===== src/rtl/hsi_frame_assembler.sv =====
// Assembles HSI tokenizer words into sync/payload/checksum gyro frames and
// commits checked frames to a holding register with saturating error counters.
module hsi_frame_assembler #(
  parameter logic [7:0] SYNC      = 8'hA5,
  parameter int         N_PAYLOAD = 3,
  parameter int         TIMEOUT   = 1024
) (
  input  logic                   clock,
  input  logic                   reset_n,
  input  logic                   enable,
  input  logic                   clear_counters,
  input  logic [31:0]            token_data,
  input  logic                   token_valid,
  input  logic                   frame_ack,
  output logic                   frame_valid,
  output logic                   frame_pulse,
  output logic [31:0]            header_out,
  output logic [32*N_PAYLOAD-1:0] payload_out,
  output logic [15:0]            sync_err_cnt,
  output logic [15:0]            crc_err_cnt,
  output logic [15:0]            seq_err_cnt,
  output logic [15:0]            timeout_err_cnt,
  output logic [15:0]            overrun_cnt
);

  localparam int IDX_W  = (N_PAYLOAD > 1) ? $clog2(N_PAYLOAD) : 1;
  localparam int IDLE_W = $clog2(TIMEOUT);
  localparam logic [IDX_W-1:0]  LAST_IDX  = IDX_W'(N_PAYLOAD - 1);
  localparam logic [IDLE_W-1:0] LAST_IDLE = IDLE_W'(TIMEOUT - 1);

  typedef enum logic [1:0] {
    HUNT    = 2'd0,
    PAYLOAD = 2'd1,
    CHECK   = 2'd2
  } state_t;

  state_t                   state_r, state_s;
  logic [31:0]              acc_r;
  logic [31:0]              hdr_r;
  logic [32*N_PAYLOAD-1:0]  slots_r;
  logic [IDX_W-1:0]         idx_r;
  logic [IDLE_W-1:0]        idle_r;
  logic                     commit_r;
  logic [7:0]               last_seq_r;
  logic                     seq_valid_r;

  logic sync_bad_s, crc_bad_s, commit_s, timeout_s, hdr_load_s, pay_load_s;
  logic seq_gap_s, overrun_s;

  function automatic logic [15:0] sat_inc(input logic [15:0] cnt);
    if (cnt == 16'hFFFF) begin
      return cnt;
    end else begin
      return cnt + 16'd1;
    end
  endfunction

  // Next-state decode and per-token event flags.
  always_comb begin
    state_s    = state_r;
    sync_bad_s = 1'b0;
    crc_bad_s  = 1'b0;
    commit_s   = 1'b0;
    timeout_s  = 1'b0;
    hdr_load_s = 1'b0;
    pay_load_s = 1'b0;
    if (!enable) begin
      state_s = HUNT;
    end else begin
      case (state_r)
        HUNT: begin
          if (token_valid && (token_data[31:24] == SYNC)) begin
            hdr_load_s = 1'b1;
            state_s    = PAYLOAD;
          end else if (token_valid) begin
            sync_bad_s = 1'b1;
          end else begin
            state_s = HUNT;
          end
        end
        PAYLOAD: begin
          if (token_valid) begin
            pay_load_s = 1'b1;
            state_s    = (idx_r == LAST_IDX) ? CHECK : PAYLOAD;
          end else if (idle_r == LAST_IDLE) begin
            timeout_s = 1'b1;
            state_s   = HUNT;
          end else begin
            state_s = PAYLOAD;
          end
        end
        CHECK: begin
          if (token_valid) begin
            commit_s  = (token_data == acc_r);
            crc_bad_s = (token_data != acc_r);
            state_s   = HUNT;
          end else if (idle_r == LAST_IDLE) begin
            timeout_s = 1'b1;
            state_s   = HUNT;
          end else begin
            state_s = CHECK;
          end
        end
        default: begin
          state_s = HUNT;
        end
      endcase
    end
  end

  // Commit-stage side effects, evaluated on the cycle after the checksum token.
  always_comb begin
    seq_gap_s = commit_r && seq_valid_r && (hdr_r[23:16] != (last_seq_r + 8'd1));
    overrun_s = commit_r && frame_valid && !frame_ack;
  end

  // Frame-building datapath: state, header/payload capture, checksum and idle count.
  always_ff @(posedge clock or negedge reset_n) begin
    if (!reset_n) begin
      state_r <= HUNT;
      acc_r   <= 32'd0;
      hdr_r   <= 32'd0;
      slots_r <= '0;
      idx_r   <= '0;
      idle_r  <= '0;
    end else begin
      state_r <= state_s;
      if (hdr_load_s) begin
        hdr_r <= token_data;
        acc_r <= token_data;
        idx_r <= '0;
      end else if (pay_load_s) begin
        for (int i = 0; i < N_PAYLOAD; i++) begin
          if (idx_r == IDX_W'(i)) begin
            slots_r[32*i +: 32] <= token_data;
          end
        end
        acc_r <= acc_r ^ token_data;
        if (idx_r != LAST_IDX) begin
          idx_r <= idx_r + IDX_W'(1);
        end
      end
      // Idle cycles only matter while a frame is partially assembled.
      if (!enable || (state_r == HUNT) || token_valid || timeout_s) begin
        idle_r <= '0;
      end else begin
        idle_r <= idle_r + IDLE_W'(1);
      end
    end
  end

  // Holding register, commit strobe and sequence reference.
  always_ff @(posedge clock or negedge reset_n) begin
    if (!reset_n) begin
      commit_r    <= 1'b0;
      frame_pulse <= 1'b0;
      frame_valid <= 1'b0;
      header_out  <= 32'd0;
      payload_out <= '0;
      last_seq_r  <= 8'd0;
      seq_valid_r <= 1'b0;
    end else begin
      commit_r    <= commit_s;
      frame_pulse <= commit_r;
      if (commit_r) begin
        frame_valid <= 1'b1;
        header_out  <= hdr_r;
        payload_out <= slots_r;
        last_seq_r  <= hdr_r[23:16];
        seq_valid_r <= 1'b1;
      end else if (frame_ack) begin
        frame_valid <= 1'b0;
      end
      if (!enable) begin
        seq_valid_r <= 1'b0;
      end
    end
  end

  // Saturating error counters; a clear wins over a same-cycle increment.
  always_ff @(posedge clock or negedge reset_n) begin
    if (!reset_n) begin
      sync_err_cnt    <= 16'd0;
      crc_err_cnt     <= 16'd0;
      seq_err_cnt     <= 16'd0;
      timeout_err_cnt <= 16'd0;
      overrun_cnt     <= 16'd0;
    end else if (clear_counters) begin
      sync_err_cnt    <= 16'd0;
      crc_err_cnt     <= 16'd0;
      seq_err_cnt     <= 16'd0;
      timeout_err_cnt <= 16'd0;
      overrun_cnt     <= 16'd0;
    end else begin
      if (sync_bad_s) sync_err_cnt    <= sat_inc(sync_err_cnt);
      if (crc_bad_s)  crc_err_cnt     <= sat_inc(crc_err_cnt);
      if (seq_gap_s)  seq_err_cnt     <= sat_inc(seq_err_cnt);
      if (timeout_s)  timeout_err_cnt <= sat_inc(timeout_err_cnt);
      if (overrun_s)  overrun_cnt     <= sat_inc(overrun_cnt);
    end
  end

endmodule


===== config.mk =====
export PLATFORM = sky130hd
export DESIGN_NAME = hsi_frame_assembler
export DESIGN_NICKNAME = d
export VERILOG_FILES = /design/src/rtl/hsi_frame_assembler.sv
export SDC_FILE = /design/constraint.sdc
export NUM_CORES = 1
export LEC_CHECK = 0
export ABC_AREA = 0
export CORE_MARGIN = 4
export CORE_UTILIZATION = 23
export DETAILED_ROUTE_END_ITERATION = 16
export PLACE_DENSITY = 0.52
export SYNTH_ARGS = -nofsm -noshare
export SYNTH_HDL_FRONTEND = slang
export SYNTH_SLANG_ARGS = --single-unit

===== constraint.sdc =====
create_clock -name clock -period 2.75 [get_ports clock]
set_clock_uncertainty 0.2 [all_clocks]
set_input_delay 0.275 -clock clock [delete_from_list [all_inputs] [get_ports clock]]
set_output_delay 0.275 -clock clock [all_outputs]
set_load 0.1 [all_outputs]

=== Word-level counts from Yosys, hierarchy flattened ===
Cells that the tools add are included.

* Register bits: 394
* Input bits: 38
* Output and inout bits: 210
* Word-level logic and storage cells: 135

* $add $sub $neg: 8
* Equality and inequality tests: 22
* Mux-type cells: 53
* Bitwise logic cells: 2
* Reductions and logical operators: 30

{| class="wikitable"
|+ Operators by type and width
! kind !! number
|-
| two-way mux 16 bit || 15
|-
| adder 16 x 1 -> 16 bit (second input constant) || 5
|-
| == test 16 bit (second input constant) || 5
|-
| two-way mux 32 bit || 2
|-
| == test 32 bit || 1
|-
| inequality test 32 bit || 1
|-
| bitwise XOR 32 bit || 1
|-
| two-way mux 1 bit || 24
|-
| two-way mux 2 bit || 10
|-
| nonzero test 2 bit || 8
|-
| inequality test 2 bit (second input constant) || 6
|-
| AND reduction 2 bit || 6
|-
| adder 10 x 1 -> 10 bit (second input constant) || 1
|-
| == test 10 bit (second input constant) || 1
|-
| two-way mux 10 bit || 1
|-
| AND reduction 3 bit || 3
|-
| adder 8 x 1 -> 8 bit (second input constant) || 1
|-
| == test 8 bit (second input constant) || 1
|-
| inequality test 8 bit || 1
|-
| one-hot mux 2 bit (3 select lines) || 1
|-
| logical AND 1 bit || 5
|-
| == test 2 x 1 -> 1 bit (second input constant) || 2
|-
| == test 2 bit (second input constant) || 2
|-
| zero test 2 bit || 2
|-
| other kinds (7) || 10
|}

=== Depth between registers and ports, before layout ===
* Depth after elaboration: 7
* Mapped depth: 10
* Gate-level depth less buffers: 9

=== Worst setup path before layout ===
OpenSTA, ideal clock, no wires.

* Path kind: reg2reg
* From: register, netlist name header_out[16]
* To: register seq_err_cnt[8]
* Setup time: 0.128 ns
* Arrival time: 2.757 ns
* Required time: 2.422 ns
* Path slack: -0.334 ns
* Stages on the path, launching flop included: 9
* Path buffers: 1
* Clock period less this slack: 3.084 ns
* Path through: dfrtp_1 ha_1 xnor2_1 nand3_1 a2111oi_4 a21oi_1 buf_2 nand3_1 mux2_1

{| class="wikitable"
|+ RTL lines
! item !! RTL line !! RTL
|-
| end signal, assigned || 197 || <nowiki>if (seq_gap_s) seq_err_cnt <= sat_inc(seq_err_cnt);</nowiki>
|-
| end, declared || 21 || <nowiki>output logic [15:0] seq_err_cnt,</nowiki>
|}

=== Final worst setup path ===
* From: register idle_r[0]
* To: register timeout_err_cnt[9]

* Longest elaborated chain between the ends: 7

{| class="wikitable"
|+ Ends and longest elaborated chain
! item !! RTL line !! RTL
|-
| start, declared || 42 || <nowiki>logic [IDLE_W-1:0] idle_r;</nowiki>
|-
| start signal, assigned || 147 || <nowiki>idle_r <= idle_r + IDLE_W'(1);</nowiki>
|-
| == test 10 bit || 85, 97 ||
|-
| two-way mux 1 bit || 85, 97 ||
|-
| two-way mux 1 bit || 93 || <nowiki>if (token_valid) begin</nowiki>
|-
| two-way mux 1 bit || -- ||
|-
| two-way mux 1 bit || 67 || <nowiki>if (!enable) begin</nowiki>
|-
| nonzero test 2 bit (no source line) || -- ||
|-
| AND reduction 2 bit (no source line) || -- ||
|-
| end signal, assigned || 198 || <nowiki>if (timeout_s) timeout_err_cnt <= sat_inc(timeout_err_cnt);</nowiki>
|-
| end, declared || 22 || <nowiki>output logic [15:0] timeout_err_cnt,</nowiki>
|}

No other way between the ends.
A chain may end at the register's enable or synchronous reset.

==> flow_summary.json <==
{
  "status": "complete, no violations",
  "clk_pin_slew_ns": 0.06,
  "cts.path.max_buffers": 3,
  "cts_sinks": 386,
  "holdPathStages": 2,
  "num_vias": 11142,
  "yosysUniqueCellTypes": 53,
  "dpl_cell_area_um2": 20300,
  "cts_tree": "built",
  "drive_gt1_share_pct": 39.4,
  "ys.flop_type": "dfrtp_1",
  "finalPower_mw": 13.1,
  "hp-start": "clear_counters",
  "async_flop_share_pct": 100,
  "r2r_cells": 9,
  "yosysTopAreaCellShare_pct": 58.6,
  "nNetsFinal": 1662,
  "path_max_fanout": 7,
  "cts_root_buf": "clkbuf_16",
  "worstHoldPathType": "in2reg",
  "cp_data_required_time_ns": 2.99,
  "numCtsBuffers": 46,
  "grt_overflow": 0,
  "finalMaxSlewViolations": 0,
  "final_common_cell": "dfrtp_1",
  "synth_edf_count": 0,
  "dp_cells": 2501,
  "clkLatencyLatePin_ns": 0.58,
  "ant_nets": 0,
  "rows": 97,
  "area_growth_pct": 34.1,
  "ios": 248,
  "setup_viol_count_final": 0,
  "power_density_nw_per_um2": 595,
  "yosys.area.top_type": "dfrtp_1",
  "fin_crit_ns": 2.58,
  "drt-wirelength-per-cell_um": 17.9,
  "wl_mm": 46.4,
  "numPortBuffers": 247,
  "ys_warn_count": 0,
  "initial_core_util_pct": 23.4,
  "maxCapViolCount": 0,
  "synth_nets": 1330,
  "critical_path_class": "reg2reg",
  "hold_viol": 0,
  "netlist_top_cells_area": "dfrtp_1, mux2_2, xnor2_1, xor2_1, o21ai_0",
  "final_cell_area_um2": 22100,
  "synth_compound_gate_area_share_pct": 5.62,
  "syn_avg_cell_area_um2": 12.9,
  "endpoint_kind": "register",
  "dr.pass1.iters": 5,
  "slew_headroom_pct": 42.6,
  "synthXorXnorAreaFrac_pct": 5.58,
  "max_freq_mhz": 388,
  "grt_pass1_vias": 11720,
  "yosysSeqAreaShare_pct": 58.6,
  "ys_ff_latch": 386,
  "drtIter0Drc": 526,
  "grtUsageTotal_pct": 12.0,
  "instances_no_fill": 2588,
  "cts_setup_buffers": 0,
  "drc_errors": 0,
  "worst_pin_slew_ns": 0.861,
  "rrSetupSlack_ns": 0.17,
  "hpwl_mm": 32.0,
  "yosys.area_share.adder_pct": 1.06,
  "synthesis.area_um2": 16500,
  "fin_util_pct": 31.3,
  "die_area_um2": 76000,
  "globalplace.congestion": 0.754,
  "regToRegStartpoint": "idle_r[0]$_DFF_PN0_",
  "vdd_drop_max_v": 0.000401,
  "core_um2": 70500,
  "cp.arrival_ns": 2.81,
  "leakagePower_nw": 10.6,
  "grt_max_degree": 131,
  "synth_top_family_by_area": "multiplexers",
  "crit_path_start_kind": "register",
  "period_share_pct": 93.7,
  "viasPerCell": 4.31,
  "syn_inst": 1278,
  "die_w_um": 276,
  "reg2reg_to": "timeout_err_cnt[9]$_DFFE_PN0P_",
  "final_cell_mix": "dfrtp_1, buf_4, mux2_2",
  "die_h_um": 276,
  "yosys.area_share.simple_pct": 9.58,
  "antenna_found_initial": 6,
  "whs_endpoint": "seq_err_cnt[7]$_DFFE_PN0P_",
  "grt_pass1_wl_mm": 71.6,
  "synthMuxAreaShare_pct": 17.9,
  "h-tree-depth": 2
}
==> synthesized netlist by cell type (2+ instances only) <==
| master | n |
|---|---|
| or3_1 | 7 |
| clkbuf_1 | 40 |
| buf_2 | 14 |
| mux2i_1 | 5 |
| nor2b_1 | 13 |
| nand2b_1 | 11 |
| nand4_1 | 26 |
| a22o_1 | 26 |
| dfrtp_1 | 386 |
| xor2_1 | 46 |
| nor4_1 | 3 |
| a41oi_1 | 2 |
| nand3b_1 | 2 |
| ha_1 | 14 |
| xnor2_1 | 59 |
| and2_1 | 9 |
| inv_1 | 12 |
| a31o_1 | 2 |
| nor2_1 | 90 |
| buf_1 | 3 |
| a21oi_1 | 15 |
| o21ai_0 | 76 |
| a2111oi_1 | 4 |
| nor3b_1 | 4 |
| nand2_1 | 45 |
| nand3_1 | 42 |
| mux2_2 | 224 |
| and3_1 | 25 |
| mux2_1 | 33 |
| and4_1 | 15 |
| nor3_1 | 3 |
==> worst max path at each step <==
stage                               start                        endpoint  cells past startpoint  slack (ns)
2_1_floorplan  header_out[16]$_DFFE_PN0P_      seq_err_cnt[8]$_DFFE_PN0P_                      8      -0.003
6_report              idle_r[0]$_DFF_PN0_  timeout_err_cnt[9]$_DFFE_PN0P_                      9        0.17
3_3_place_gp               token_data[24]      crc_err_cnt[6]$_DFFE_PN0P_                     11       -0.37
4_1_cts             acc_r[24]$_DFFE_PN0P_     crc_err_cnt[12]$_DFFE_PN0P_                      9        0.02
3_5_place_dp               token_data[24]     crc_err_cnt[12]$_DFFE_PN0P_                     10       -0.35
5_1_grt               idle_r[0]$_DFF_PN0_  timeout_err_cnt[4]$_DFFE_PN0P_                      9      -0.003
==> final cells by class <==
class | instances | area [µm²]
inverters | 12 | 45.0
multi-input cells | 823 | 6590
clock inverters | 17 | 349
flip-flops and latches | 386 | 9700
diodes | 4 | 10.0
repair buffers | 341 | 2880
clock buffers | 65 | 1350
well taps | 940 | 1180
fillers | 7037 | 48400
==> where the power goes <==
group / switching [mW] / total, mW / leakage, nW / internal, mW
logic: 0.331 / 0.578 / 4.50 / 0.247
clock network: 2.50 / 6.76 / 0.823 / 4.26
registers: 0.0549 / 5.80 / 5.32 / 5.75
total: 2.89 / 13.1 / 10.6 / 10.3
==> repair_timing <==
action | 4_1_cts | 5_1_grt
resized for setup | 0 | 5
endpoints found under the hold margin | 65 | 0
endpoints found under the setup margin | 0 | 8
hold buffers | 1 | 0
==> sequential cells by signal, indices dropped and copies added (netlist names) <==
register         flops
acc_r               32
commit_r             1
crc_err_cnt         16
frame_pulse          1
frame_valid          1
hdr_r               32
header_out          32
idle_r              10
idx_r                2
overrun_cnt         16
payload_out         96
seq_err_cnt         16
seq_valid_r          1
slots_r             96
state_r              2
sync_err_cnt        16
timeout_err_cnt     16
==> worst max-delay path: stages (launching register included) <==
cell     delay (ns)
dfrtp_1        0.38
ha_1           0.19
nand3_1        0.14
nor4_1         0.30
buf_4          0.17
nand3_1        0.26
a21oi_2        0.40
nand4_1        0.17
xor2_1         0.16
nor2_1         0.06
==> routing by layer <==
layer | wire length [µm] | track usage (%) | up-vias
met1 | 20300 | 15.8 | 5616
met3 | 3480 | 3.76 | 61
met5 | 13 | 0 | -
li1 | - | - | 5206
met4 | 891 | 2.83 | 2
met2 | 21700 | 19.6 | 257
==> cell families after synthesis <==
family	count (synthesis)
flops	386
simple gates	302
mux	262
compound gates	140
xor+xnor	105
buf+inv	69
fa+ha+maj	14
==> through the flow <==
step | hold WS [ns] | setup slack [ns] | setup TNS, ns
after floorplan | -0.221 | -0.00270 | -0.00270
after global placement | 0.176 | -0.372 | -14.63
after detailed placement | 0.178 | -0.352 | -17.47
after CTS | 0.0577 | 0.0160 | 0
after global routing | 0.0915 | -0.00344 | -0.00344
final | 0.0964 | 0.173 | 0
(Power assumes the default switching activity.)
